===== src/rtl/vga_timing_pkg.sv =====
// vga_timing_pkg: default 800x600@60 timing constants, total helper and axis region type
package vga_timing_pkg;
  localparam int DEF_H_ACTIVE = 800;
  localparam int DEF_H_FP = 40;
  localparam int DEF_H_SYNC = 128;
  localparam int DEF_H_BP = 88;
  localparam int DEF_V_ACTIVE = 600;
  localparam int DEF_V_FP = 1;
  localparam int DEF_V_SYNC = 4;
  localparam int DEF_V_BP = 23;
  localparam int DEF_CNT_W = 11;
  typedef enum logic [1:0] {ACTIVE, FP, SYNC, BP} region_t;
  function automatic int total(input int active, input int fp, input int sync, input int bp);
    return active + fp + sync + bp;
  endfunction
endpackage


===== src/rtl/vga_axis_counter.sv =====
// vga_axis_counter: wrapping position counter for one axis with terminal flag and region decode
module vga_axis_counter
  import vga_timing_pkg::*;
#(
  parameter int W = DEF_CNT_W,
  parameter int A_LEN = DEF_H_ACTIVE,
  parameter int F_LEN = DEF_H_FP,
  parameter int S_LEN = DEF_H_SYNC,
  parameter int B_LEN = DEF_H_BP
) (
  input  logic         clk,
  input  logic         rst,
  input  logic         en,
  output logic [W-1:0] cnt,
  output logic         tc,
  output region_t      region
);
  localparam int TOT = total(A_LEN, F_LEN, S_LEN, B_LEN);
  localparam logic [W-1:0] LAST = W'(TOT - 1);
  int c;
  assign tc = cnt == LAST;
  // position counter: wraps to 0 after the last position of the axis
  always_ff @(posedge clk)
    if (rst) cnt <= '0;
    else if (en) cnt <= tc ? '0 : cnt + W'(1);
  // region of the current position, compared in 32-bit to avoid boundary truncation
  always_comb begin
    c = int'(cnt);
    region = c < A_LEN ? ACTIVE :
             c < A_LEN + F_LEN ? FP :
             c < A_LEN + F_LEN + S_LEN ? SYNC : BP;
  end
endmodule


===== src/rtl/vga_sync_gen.sv =====
// vga_sync_gen: parametrised VGA timing generator with pixel clock-enable;
// optional colour-bar test pattern outputs when VGA_TEST_PATTERN_EN is defined
module vga_sync_gen
  import vga_timing_pkg::*;
#(
  parameter int H_ACTIVE = DEF_H_ACTIVE,
  parameter int H_FP = DEF_H_FP,
  parameter int H_SYNC = DEF_H_SYNC,
  parameter int H_BP = DEF_H_BP,
  parameter int V_ACTIVE = DEF_V_ACTIVE,
  parameter int V_FP = DEF_V_FP,
  parameter int V_SYNC = DEF_V_SYNC,
  parameter int V_BP = DEF_V_BP,
  parameter bit HS_POL = 1'b1,
  parameter bit VS_POL = 1'b1,
  parameter int CNT_W = DEF_CNT_W
) (
  input  logic             clk,
  input  logic             rst,
  input  logic             pix_ce,
  output logic             hsync_sig,
  output logic             vsync_sig,
  output logic             is_ready,
  output logic [CNT_W-1:0] x,
  output logic [CNT_W-1:0] y,
  output logic             line_start,
  output logic             frame_start
`ifdef VGA_TEST_PATTERN_EN
  ,
  output logic             red_sig,
  output logic             green_sig,
  output logic             blue_sig
`endif
);
  localparam int H_TOTAL = total(H_ACTIVE, H_FP, H_SYNC, H_BP);
  localparam int V_TOTAL = total(V_ACTIVE, V_FP, V_SYNC, V_BP);
  if (H_TOTAL > (1 << CNT_W)) begin : g_h_err
    $error("vga_sync_gen: H_TOTAL does not fit in CNT_W bits");
  end
  if (V_TOTAL > (1 << CNT_W)) begin : g_v_err
    $error("vga_sync_gen: V_TOTAL does not fit in CNT_W bits");
  end
  logic [CNT_W-1:0] h_cnt, v_cnt;
  logic h_tc, v_tc, act;
  logic unused_v_tc;
  region_t h_rgn, v_rgn;
  assign unused_v_tc = v_tc;
  assign act = h_rgn == ACTIVE && v_rgn == ACTIVE;
  vga_axis_counter #(
    .W(CNT_W), .A_LEN(H_ACTIVE), .F_LEN(H_FP), .S_LEN(H_SYNC), .B_LEN(H_BP)
  ) u_h (
    .clk(clk), .rst(rst), .en(pix_ce), .cnt(h_cnt), .tc(h_tc), .region(h_rgn)
  );
  vga_axis_counter #(
    .W(CNT_W), .A_LEN(V_ACTIVE), .F_LEN(V_FP), .S_LEN(V_SYNC), .B_LEN(V_BP)
  ) u_v (
    .clk(clk), .rst(rst), .en(pix_ce & h_tc), .cnt(v_cnt), .tc(v_tc), .region(v_rgn)
  );
  // register outputs decoded from the pixel being entered; strobes only on ce edges
  always_ff @(posedge clk)
    if (rst) begin
      hsync_sig <= ~HS_POL;
      vsync_sig <= ~VS_POL;
      is_ready <= 1'b0;
      x <= '0;
      y <= '0;
      line_start <= 1'b0;
      frame_start <= 1'b0;
    end else begin
      line_start <= pix_ce && h_cnt == '0;
      frame_start <= pix_ce && h_cnt == '0 && v_cnt == '0;
      if (pix_ce) begin
        hsync_sig <= h_rgn == SYNC ? HS_POL : ~HS_POL;
        vsync_sig <= v_rgn == SYNC ? VS_POL : ~VS_POL;
        is_ready <= act;
        x <= act ? h_cnt : '0;
        y <= act ? v_cnt : '0;
      end
    end
`ifdef VGA_TEST_PATTERN_EN
  localparam int BAR_W = H_ACTIVE / 8;
  localparam logic [CNT_W-1:0] BAR_LAST = CNT_W'(BAR_W - 1);
  if (H_ACTIVE % 8 != 0) begin : g_bar_err
    $error("vga_sync_gen: H_ACTIVE must be divisible by 8");
  end
  logic [2:0] bar_idx, bar_idx_n;
  logic [CNT_W-1:0] bar_cnt, bar_cnt_n;
  // bar position of the pixel being entered, restarting at each line start
  always_comb begin
    bar_idx_n = h_cnt == '0 ? 3'd0 : bar_cnt == BAR_LAST ? bar_idx + 3'd1 : bar_idx;
    bar_cnt_n = h_cnt == '0 || bar_cnt == BAR_LAST ? '0 : bar_cnt + CNT_W'(1);
  end
  // bar tracking and colour registers: white,yellow,cyan,green,magenta,red,blue,black
  always_ff @(posedge clk)
    if (rst) begin
      bar_idx <= 3'd0;
      bar_cnt <= '0;
      red_sig <= 1'b0;
      green_sig <= 1'b0;
      blue_sig <= 1'b0;
    end else if (pix_ce) begin
      bar_idx <= bar_idx_n;
      bar_cnt <= bar_cnt_n;
      red_sig <= act & ~bar_idx_n[1];
      green_sig <= act & ~bar_idx_n[2];
      blue_sig <= act & ~bar_idx_n[0];
    end
`endif
endmodule

===== config.mk =====
export PLATFORM = sky130hd
export DESIGN_NAME = vga_sync_gen
export DESIGN_NICKNAME = d
export VERILOG_FILES = /design/src/rtl/vga_timing_pkg.sv /design/src/rtl/vga_axis_counter.sv /design/src/rtl/vga_sync_gen.sv
export SDC_FILE = /design/constraint.sdc
export NUM_CORES = 1
export LEC_CHECK = 0
export BUFFER_PORTS_ARGS = -buffer_cell sky130_fd_sc_hd__buf_4
export CAP_MARGIN = 20
export CORE_ASPECT_RATIO = 1.5
export CORE_MARGIN = 10
export CORE_UTILIZATION = 25
export CTS_CLUSTER_SIZE = 24
export DETAILED_ROUTE_END_ITERATION = 10
export GPL_ROUTABILITY_DRIVEN = 0
export PLACE_DENSITY = 0.47
export SKIP_LAST_GASP = 1
export SYNTH_ARGS = -nofsm -noshare
export SYNTH_HDL_FRONTEND = slang
export SYNTH_SLANG_ARGS = --single-unit

===== constraint.sdc =====
create_clock -name clk -period 1.7 [get_ports clk]
set_input_delay 0.34 -clock clk [delete_from_list [all_inputs] [get_ports clk]]
set_output_delay 0.34 -clock clk [all_outputs]
set_load 0.02 [all_outputs]

==> reports/results.tsv, run 1 <==
metric	value	unit
p_sw	0.5616	mW
final_cell_area	2952	sq um
syn_area_per_cell	9.766	sq um
ioPinCount	30	
clock-sinks	49	
cp_top_family	simple AND/OR/NAND/NOR gates	
synth_cell_types	44	
vdd_ir_drop_max	0.0003896	V
netlist_area	2061	sq um
hp-start	rst	
worst-path-buf-inv	0	
finClkSkew	0.009558	ns
syn_inst	211	
grt_pass1_wl	9.328	mm
cp_max_fo	5	
core-area	8008	sq um
firstDrtPassIters	6	
wl_per_cell	14.99	um
grt_pass1_vias	1793	
hold_end	u_v.cnt[1]	
io_buffers	29	
power.total	2.352	mW
setup_ws	0.03471	ns
timing.fmax	0.6005	GHz
path_cells	or3_4 -> or4_4 -> o21bai_4 -> a21oi_1	
h-tree-depth	2	
pwr-share-comb	5.9	%
antenna_found_initial	0	
grt-ovfl-total	0	
ys_seq_area_share	47.60	%
start_kind	register	
drv_cap	0	
crit_slowest_cell	or4_4	
finalHoldViolCount	0	
holdPathStages	3	
p_int	1.791	mW
cts-root-buf	clkbuf_16	
cts_hold_buf	0	
async_flop_share	0	%
maxSlewHeadroom	73.71	%
drive_gt1_share	38.08	%
r2r_cells	4	
finalMaxSlewViolations	0	
power.density	797.0	nW/um^2
area.sequential	989.7	sq um
worst_slew_pin_slew	0.3907	ns
start_util	25.73	%
viasPerCell	4.619	
antenna_left	0	
synth_edf_count	0	
setup_viol	0	
fin_cells	386	
pwr-share-clk	44.4	%
die_w	94.13	um
die_h	131.2	um
seqPwrFrac	49.7	%
clock_latency	0.30	ns
rows	40	
clock_path_buffers	2	
drt-total-wl	5.785	mm
critical-path-max-stage-delay	0.55	ns
clk_pin_slew	0.07	ns
placed_cell_area	2674	sq um
required	1.87	ns
period_share	97.96	%
yosys_warnings	0	
synth_flop_cell	dfxtp_1	
multi_input_area	1044	sq um
fin_crit	1.665	ns
cp-end-kind	register	
hold_path_class	input port to register	
path_class	register to register	
grt_max_degree	19	
ys_ff_latch	49	
die_area	12350	sq um
drtIter0Drc	56	
antenna_cells	0	
syn-num-nets	218	
swShare	23.87	%
fill_cells	818	
cts_tree	done	
numCtsBuffers	5	
r2r-start	u_v.cnt[10]	
p_leak	1.155	nW
r2r_end	u_v.cnt[2]	
grt_util_all_layers	9.620	%
place_inst	373	
drc	0	
vias	1783	
hpwlAfterDp	4.367	mm
area_delta_synth_final	43.23	%
outcome	finished clean	
place_ws	-0.05670	ns
rsz0062_at_grt	yes	
final_nets	287	
r2r_slack	0.03	ns
arrival	1.84	ns
-- timing repair --
item                                    in CTS  in global routing
buffers inserted                             0                  4
cloned                                       1                  0
endpoints found under the setup margin      10                 28
pin swaps                                    2                  4
resized for setup                            5                 18
-- Yosys cell counts (5+ instances only) --
master | count | share of area [%]
o21ai_0 | 5 | 1.2
nor2_1 | 17 | 3.1
nand2_1 | 8 | 1.5
or3_1 | 5 | 1.5
buf_2 | 5 | 1.2
xnor2_1 | 9 | 3.8
a22o_1 | 19 | 8.1
nand3_1 | 8 | 1.9
dfxtp_1 | 49 | 48
inv_1 | 9 | 1.6
a21oi_1 | 12 | 2.9
clkbuf_1 | 5 | 0.91
-- logic make-up (layout without fill, tap and decap cells) --
kind of cell	Yosys count	count (layout)	synth area share, %
AOI/OAI and AO/OA	47	48	17.24
xor gates and xnor gates	12	12	5.101
adders and majority gates	4	4	2.429
buffers and inverters	23	92	5.343
DFF	49	49	47.60
muxes	1	1	0.4858
and+or+nand+nor	75	75	21.80
-- flip-flops by register name, indices dropped and copies added, names as in the netlist --
signal,flops
u_h.cnt,11
u_v.cnt,11
x,11
y,11
frame_start,1
hsync_sig,1
is_ready,1
line_start,1
vsync_sig,1
-- power by group through the flow --
stage	logic [mW]	registers, mW	clock network (mW)
global route	0.155	1.17	1.13
detailed placement	0.138	1.19	0
floorplan	0.0594	1.21	0
CTS	0.141	1.17	1.08
finish	0.140	1.17	1.04
global placement	0.138	1.19	0
-- area by class of cell --
class | instances | share of cell area [%]
multi-input cells | 140 | 35.35
flip-flops and latches | 49 | 33.53
repair buffers | 75 | 20.31
well taps | 105 | 4.451
clock buffers | 5 | 4.239
inverters | 9 | 1.145
clock inverters | 3 | 0.9750
-- worst max-delay path by stage --
stage,startpoint,endpoint,depth (start not counted)
2_1_floorplan,u_v.cnt[7],u_v.cnt[9],4
3_3_place_gp,u_h.cnt[0],u_v.cnt[1],6
3_5_place_dp,u_h.cnt[0],u_v.cnt[1],6
4_1_cts,u_h.cnt[0],u_v.cnt[1],6
5_1_grt,u_v.cnt[10],u_v.cnt[10],4
6_report,u_v.cnt[10],u_v.cnt[2],4
-- cell usage in the layout, fill, tap and decap left out, drive strengths merged, types with 5 or more instances in the layout --
| cell | count |
|---|---|
| o21ai | 5 |
| a21oi | 12 |
| nand4 | 5 |
| inv | 11 |
| nor2 | 17 |
| clkbuf | 5 |
| nand3 | 8 |
| nor3 | 5 |
| or3 | 6 |
| dfxtp | 49 |
| buf | 75 |
| xnor2 | 9 |
| a22o | 20 |
| nand2 | 8 |
-- metrics by stage --
stage / hold WS [ns] / util (%) / TNS (ns)
2_1_floorplan: 0.4714 / - / 0
3_3_place_gp: 0.4375 / 33.39 / -0.1590
3_5_place_dp: 0.4492 / 33.39 / -0.4199
4_1_cts: 0.3961 / 35.75 / -0.01247
5_1_grt: 0.3999 / 36.86 / -0.07141
6_report: 0.3879 / 36.86 / 0
-- worst register-to-register path, delay by kind of cell (launching register included) --
kind	cells	cell delay, ns
AOI/OAI and AO/OA	2	0.29
DFF	1	0.32
and+or+nand+nor	2	0.94
-- layer usage --
metal / track usage, % / wire [um] / up-vias / part of all wire [%]
li1: - / - / 909 / -
met4: 4.661 / 138 / 0 / 2.4
met1: 9.774 / 2230 / 839 / 39
met3: 2.737 / 207 / 9 / 3.6
met5: 0 / 0 / - / 0
met2: 17.18 / 3208 / 26 / 55
Note: power is estimated with default switching activity, not from simulation.
==> run 2, diff against run 1 <==
--- a/config.mk
+++ b/config.mk
@@ -17,4 +17,5 @@
 export SKIP_LAST_GASP = 1
 export SYNTH_ARGS = -nofsm -noshare
 export SYNTH_HDL_FRONTEND = slang
+export SYNTH_HIERARCHICAL = 1
 export SYNTH_SLANG_ARGS = --single-unit
==> reports/results.tsv, run 2 <==
metric	value	unit	change
r2r_cells	7		+3
power.density	856.5	nW/um^2	+7.5%
vias	1807		+1.3%
cp_max_fo	17		+12
antenna_cells	0		unchanged
place_ws	-0.4396	ns	-0.3829 ns
holdPathStages	3		unchanged
maxSlewHeadroom	39.40	%	-34 points
synthTopCellsByArea	dfxtp_1 47%, a22o_2 10%, nor2_1 3.9%, xor2_1 3.8%, a21oi_1 2.4%		
cp-end-kind	register		
fin_crit	2.140	ns	+0.4744 ns
syn_inst	206		-2.4%
clock-sinks	49		unchanged
core-area	8108	sq um	+1.3%
ys_seq_area_share	46.67	%	-0.94 points
die_w	94.87	um	+0.79%
final_nets	283		-1.4%
final_cell_mix	73 x buf_4, 44 x dfxtp_1, 21 x nor2_1, 21 x a22o_2, 10 x a21oi_1		
r2r-start	u_h/cnt[3]		
fill_cells	850		+3.9%
clock_path_buffers	2		unchanged
rows	40		unchanged
finalMaxSlewViolations	0		unchanged
antenna_found_initial	0		unchanged
hpwlAfterDp	4.389	mm	+0.50%
worst_slew_pin_slew	0.9056	ns	+0.5149 ns
syn_area_per_cell	10.20	sq um	+4.5%
synth_edf_count	0		unchanged
die_h	132.3	um	+0.85%
required	1.93	ns	+0.06 ns
drtIter0Drc	55		-1.8%
hp-start	rst		
clk_pin_slew	0.07	ns	about the same
grt_pass1_vias	1781		-0.67%
violations	negative setup slack		
outcome	complete, but fails checks		
setup_ws	-0.4397	ns	-0.4744 ns
async_flop_share	0	%	unchanged
clock_latency	0.29	ns	about the same
final_core_util	37.16	%	+0.30 points
p_leak	1.254	nW	+8.5%
final_common_cell	buf_4		
ioPinCount	30		unchanged
startpoint	u_h/cnt[3]		
finClkSkew	0.006755	ns	-0.002803 ns
area_delta_synth_final	43.33	%	about the same
antenna_left	0		unchanged
numCtsBuffers	5		unchanged
start_kind	register		
yosysTopAreaCell	dfxtp_1		
final_cell_area	3013	sq um	+2.1%
arrival	2.37	ns	+0.53 ns
syn-num-nets	211		-3.2%
grt_pass1_wl	9.287	mm	-0.44%
path_class	register to register		
r2r_end	y[8]		
io_buffers	29		unchanged
yosys_warnings	6		+6
start_util	25.93	%	+0.19 points
setup_viol	30		+30
drc	0		unchanged
drt-total-wl	5.791	mm	+0.10%
hold_end	is_ready		
wl_met2	3.216	mm	+0.25%
wl_per_cell	15.08	um	+0.63%
hold_path_class	input port to register		
fin_tns_setup	-10.33	ns	-10.33 ns
grt_max_degree	18		-1
timing.fmax	0.4674	GHz	-22%
placed_cell_area	2776	sq um	+3.8%
cts_hold_buf	0		unchanged
vdd_ir_drop_max	0.0004879	V	+25%
die_area	12550	sq um	+1.6%
synth_flop_cell	dfxtp_1		
period_share	125.9	%	+28 points
viasPerCell	4.706		+1.9%
drv_cap	0		unchanged
ys_top_cells_by_count	49 x dfxtp_1, 22 x nor2_1, 21 x a22o_2		
wl_met3	198	um	-4.3%
r2r_slack	-0.44	ns	-0.47 ns
cts-root-buf	clkbuf_16		
met1Wirelength	2.269	mm	+1.7%
ys_ff_latch	49		unchanged
drive_gt1_share	47.31	%	+9.2 points
cts_tree	done		
grt_util_all_layers	9.359	%	-0.26 points
h-tree-depth	2		unchanged
synth_cell_types	46		+4.5%
finalHoldViolCount	0		unchanged
synth.most_common_cell	dfxtp_1		
rsz0062_at_grt	yes		
netlist_area	2102	sq um	+2.0%
firstDrtPassIters	4		-2
dr.max_layer_used	met4		
yosysTopAreaCellShare	46.67	%	-0.94 points
grt-ovfl-total	0		unchanged
[run 2: kinds of logic after synthesis]
group,count (synthesis),synth area share [%]
multiplexers,4,1.964
adder cells (fa/ha/maj),2,1.190
AO/OA/AOI/OAI,46,17.44
AND/OR/NAND/NOR,78,23.21
XOR/XNOR,14,5.833
flip-flops,49,46.67
buffers and inverters,13,3.690
[run 2: metal layers]
metal | vias to the layer above | global-route usage (%)
li1 | 905 | -
met1 | 859 | 9.590
met2 | 35 | 17.60
met3 | 8 | 1.995
met4 | 0 | 3.339
met5 | - | 0
[run 2: cell type report]
class / count / area, sq um / area share, %
timing repair buffer: 76 / 590.6 / 19.60
multi-input combinational: 144 / 1106 / 36.71
sequential: 49 / 987.2 / 32.77
clock inverter: 3 / 65.06 / 2.159
tap: 105 / 131.4 / 4.360
clock buffer: 5 / 125.1 / 4.153
inverter: 2 / 7.507 / 0.2492
[run 2: critical path: stages, from the launching register on]
cell and delay (ns):
dfxtp_2 0.34, o31ai_4 0.26, mux2i_1 0.10, a31o_2 0.26
or4_4 0.55, nor3b_4 0.24, buf_12 0.18, a22o_2 0.15
[run 2: repair_timing]
item                       CTS  global route
resized for setup            8             2
pin swaps                    4             4
setup buffers                1             0
setup endpoints to repair   34            34
[run 2: through the flow]
step                power, mW  instances  hold WS [ns]
floorplan               1.267        206        0.4091
global route            2.663        384        0.4153
finish                  2.580        384        0.3933
detailed placement      1.325        375        0.4605
global placement        1.325        375        0.4664
CTS                     2.610        384        0.3899
[run 2: report_power, final]
group          switching, mW  total (mW)  internal (mW)
Sequential           0.00657        1.17           1.16
Clock                  0.441        1.28          0.841
Combinational         0.0727       0.132         0.0588
Total                  0.520        2.58           2.06
[run 2: worst max-delay path by stage]
stage	endpoint	slack, ns	depth (start not counted)
2_1_floorplan	x[0]	-0.42	8
3_3_place_gp	x[7]	-0.42	7
5_1_grt	x[2]	-0.52	7
4_1_cts	x[5]	-0.44	7
6_report	y[8]	-0.44	7
3_5_place_dp	y[9]	-0.44	7
==> run 3, diff against run 2 <==
--- a/config.mk
+++ b/config.mk
@@ -13,6 +13,7 @@
 export CTS_CLUSTER_SIZE = 24
 export DETAILED_ROUTE_END_ITERATION = 10
 export GPL_ROUTABILITY_DRIVEN = 0
+export MAX_ROUTING_LAYER = met4
 export PLACE_DENSITY = 0.47
 export SKIP_LAST_GASP = 1
 export SYNTH_ARGS = -nofsm -noshare
==> reports/results.tsv, run 3 (synthesis gave the netlist of run 2 again) <==
metric	value	unit	change
viasPerCell	4.779		+1.5%
setup_viol	30		unchanged
hold_end	vsync_sig		
hpwlAfterDp	4.389	mm	unchanged
cp_max_fo	17		unchanged
p_leak	1.254	nW	unchanged
finalMaxSlewViolations	0		unchanged
grt_pass1_wl	9.280	mm	about the same
start_util	25.93	%	unchanged
h-tree-depth	2		unchanged
antenna_found_initial	0		unchanged
drv_cap	0		unchanged
die_area	12550	sq um	unchanged
fin_crit	2.144	ns	+0.004134 ns
drive_gt1_share	47.31	%	unchanged
vias	1835		+1.5%
path_class	register to register		
final_nets	283		unchanged
timing.fmax	0.4665	GHz	-0.19%
path_cells	o31ai_4 -> mux2i_1 -> a31o_2 -> or4_4 -> nor3b_4 -> buf_12 -> a22o_2		
whs	0.3943	ns	+0.001006 ns
final_cell_area	3013	sq um	unchanged
clock_latency	0.29	ns	about the same
cp-end-kind	register		
grt_util_all_layers	9.609	%	+0.25 points
r2r_end	y[8]		
hold_path_class	input port to register		
clk_pin_slew	0.07	ns	about the same
grt_pass1_vias	1783		+0.11%
hp-start	rst		
r2r-start	u_h/cnt[3]		
finClkSkew	0.005961	ns	-0.0007941 ns
cts_tree	done		
vdd_ir_drop_max	0.0004917	V	+0.79%
crit_slowest_cell	or4_4		
die_w	94.87	um	unchanged
required	1.93	ns	about the same
power.density	857.7	nW/um^2	+0.15%
clock_path_buffers	2		unchanged
grt_max_degree	18		unchanged
holdPathStages	3		unchanged
violations	negative setup slack		
arrival	2.38	ns	about the same
outcome	complete, but fails checks		
die_h	132.3	um	unchanged
drt-total-wl	5.827	mm	+0.62%
antenna_left	0		unchanged
grt-ovfl-total	0		unchanged
setup_ws	-0.4438	ns	-0.004134 ns
finalHoldViolCount	0		unchanged
area_delta_synth_final	43.33	%	unchanged
drc	0		unchanged
rows	40		unchanged
place_inst	375		unchanged
cts-root-buf	clkbuf_16		
antenna_cells	0		unchanged
ioPinCount	30		unchanged
period_share	126.1	%	+0.24 points
worst_slew_pin_slew	0.9016	ns	-0.003950 ns
numCtsBuffers	5		unchanged
core-area	8108	sq um	unchanged
fin_tns_setup	-10.40	ns	-0.07680 ns
placed_cell_area	2776	sq um	unchanged
final_core_util	37.16	%	unchanged
wl_per_cell	15.17	um	+0.62%
firstDrtPassIters	4		unchanged
place_ws	-0.4396	ns	unchanged
power.total	2.584	mW	+0.15%
maxSlewHeadroom	39.67	%	+0.26 points
r2r_cells	7		unchanged
final_cell_mix	73 x buf_4, 44 x dfxtp_1, 21 x nor2_1, 21 x a22o_2, 10 x a21oi_1		
io_buffers	29		unchanged
clock-sinks	49		unchanged
cp_top_family	simple AND/OR/NAND/NOR gates		
rsz0062_at_grt	yes		
fin_cells	384		unchanged
final_common_cell	buf_4		
r2r_slack	-0.44	ns	about the same
worst-path-buf-inv	1		unchanged
drtIter0Drc	51		-7.3%
critical-path-max-stage-delay	0.55	ns	about the same
start_kind	register		
## run 3: how the worst max path moves through the flow
stage          startpoint   end  slack [ns]  cells past startpoint
2_1_floorplan  u_h/cnt[5]  x[0]       -0.42                      8
3_3_place_gp   u_h/cnt[3]  x[7]       -0.42                      7
3_5_place_dp   u_h/cnt[3]  y[9]       -0.44                      7
4_1_cts        u_h/cnt[3]  x[5]       -0.44                      7
5_1_grt        u_h/cnt[3]  x[2]       -0.52                      7
6_report       u_h/cnt[3]  y[8]       -0.44                      7
## run 3: cell type report
cell class	instances	area (sq um)
Clock inverter	3	65.06
Clock buffer	5	125.1
Sequential cell	49	987.2
Tap cell	105	131.4
Fill cell	850	5095
Inverter	2	7.507
Multi-Input combinational cell	144	1106
Timing Repair Buffer	76	590.6
## run 3: routing by layer
layer / up-vias / wire length (um) / GRT usage (%) / part of all wire, %
li1: 903 / - / - / -
met1: 883 / 2275 / 9.590 / 39
met2: 41 / 3238 / 17.67 / 56
met3: 8 / 206 / 1.881 / 3.5
met4: 0 / 107 / 3.339 / 1.8
met5: - / 0 / - / 0
## run 3: report_power, final
| part | leakage, nW | switching (mW) | internal (mW) |
|---|---|---|---|
| clock | 0.0938 | 0.444 | 0.841 |
| sequential | 0.398 | 0.00670 | 1.16 |
| combinational | 0.762 | 0.0729 | 0.0588 |
## run 3: what timing repair did
| item | in CTS | in global routing |
|---|---|---|
| endpoints found under the hold margin | 0 | 0 |
| pin swaps | 4 | 4 |
| buffers inserted | 1 | 0 |
| hold buffers | 0 | 0 |
| resized for setup | 8 | 2 |
| setup endpoints to repair | 34 | 34 |
## run 3: worst min-delay path, stage by stage
cell and delay [ns]:
buf_4 0.08, buf_4 0.16, a21oi_1 0.05
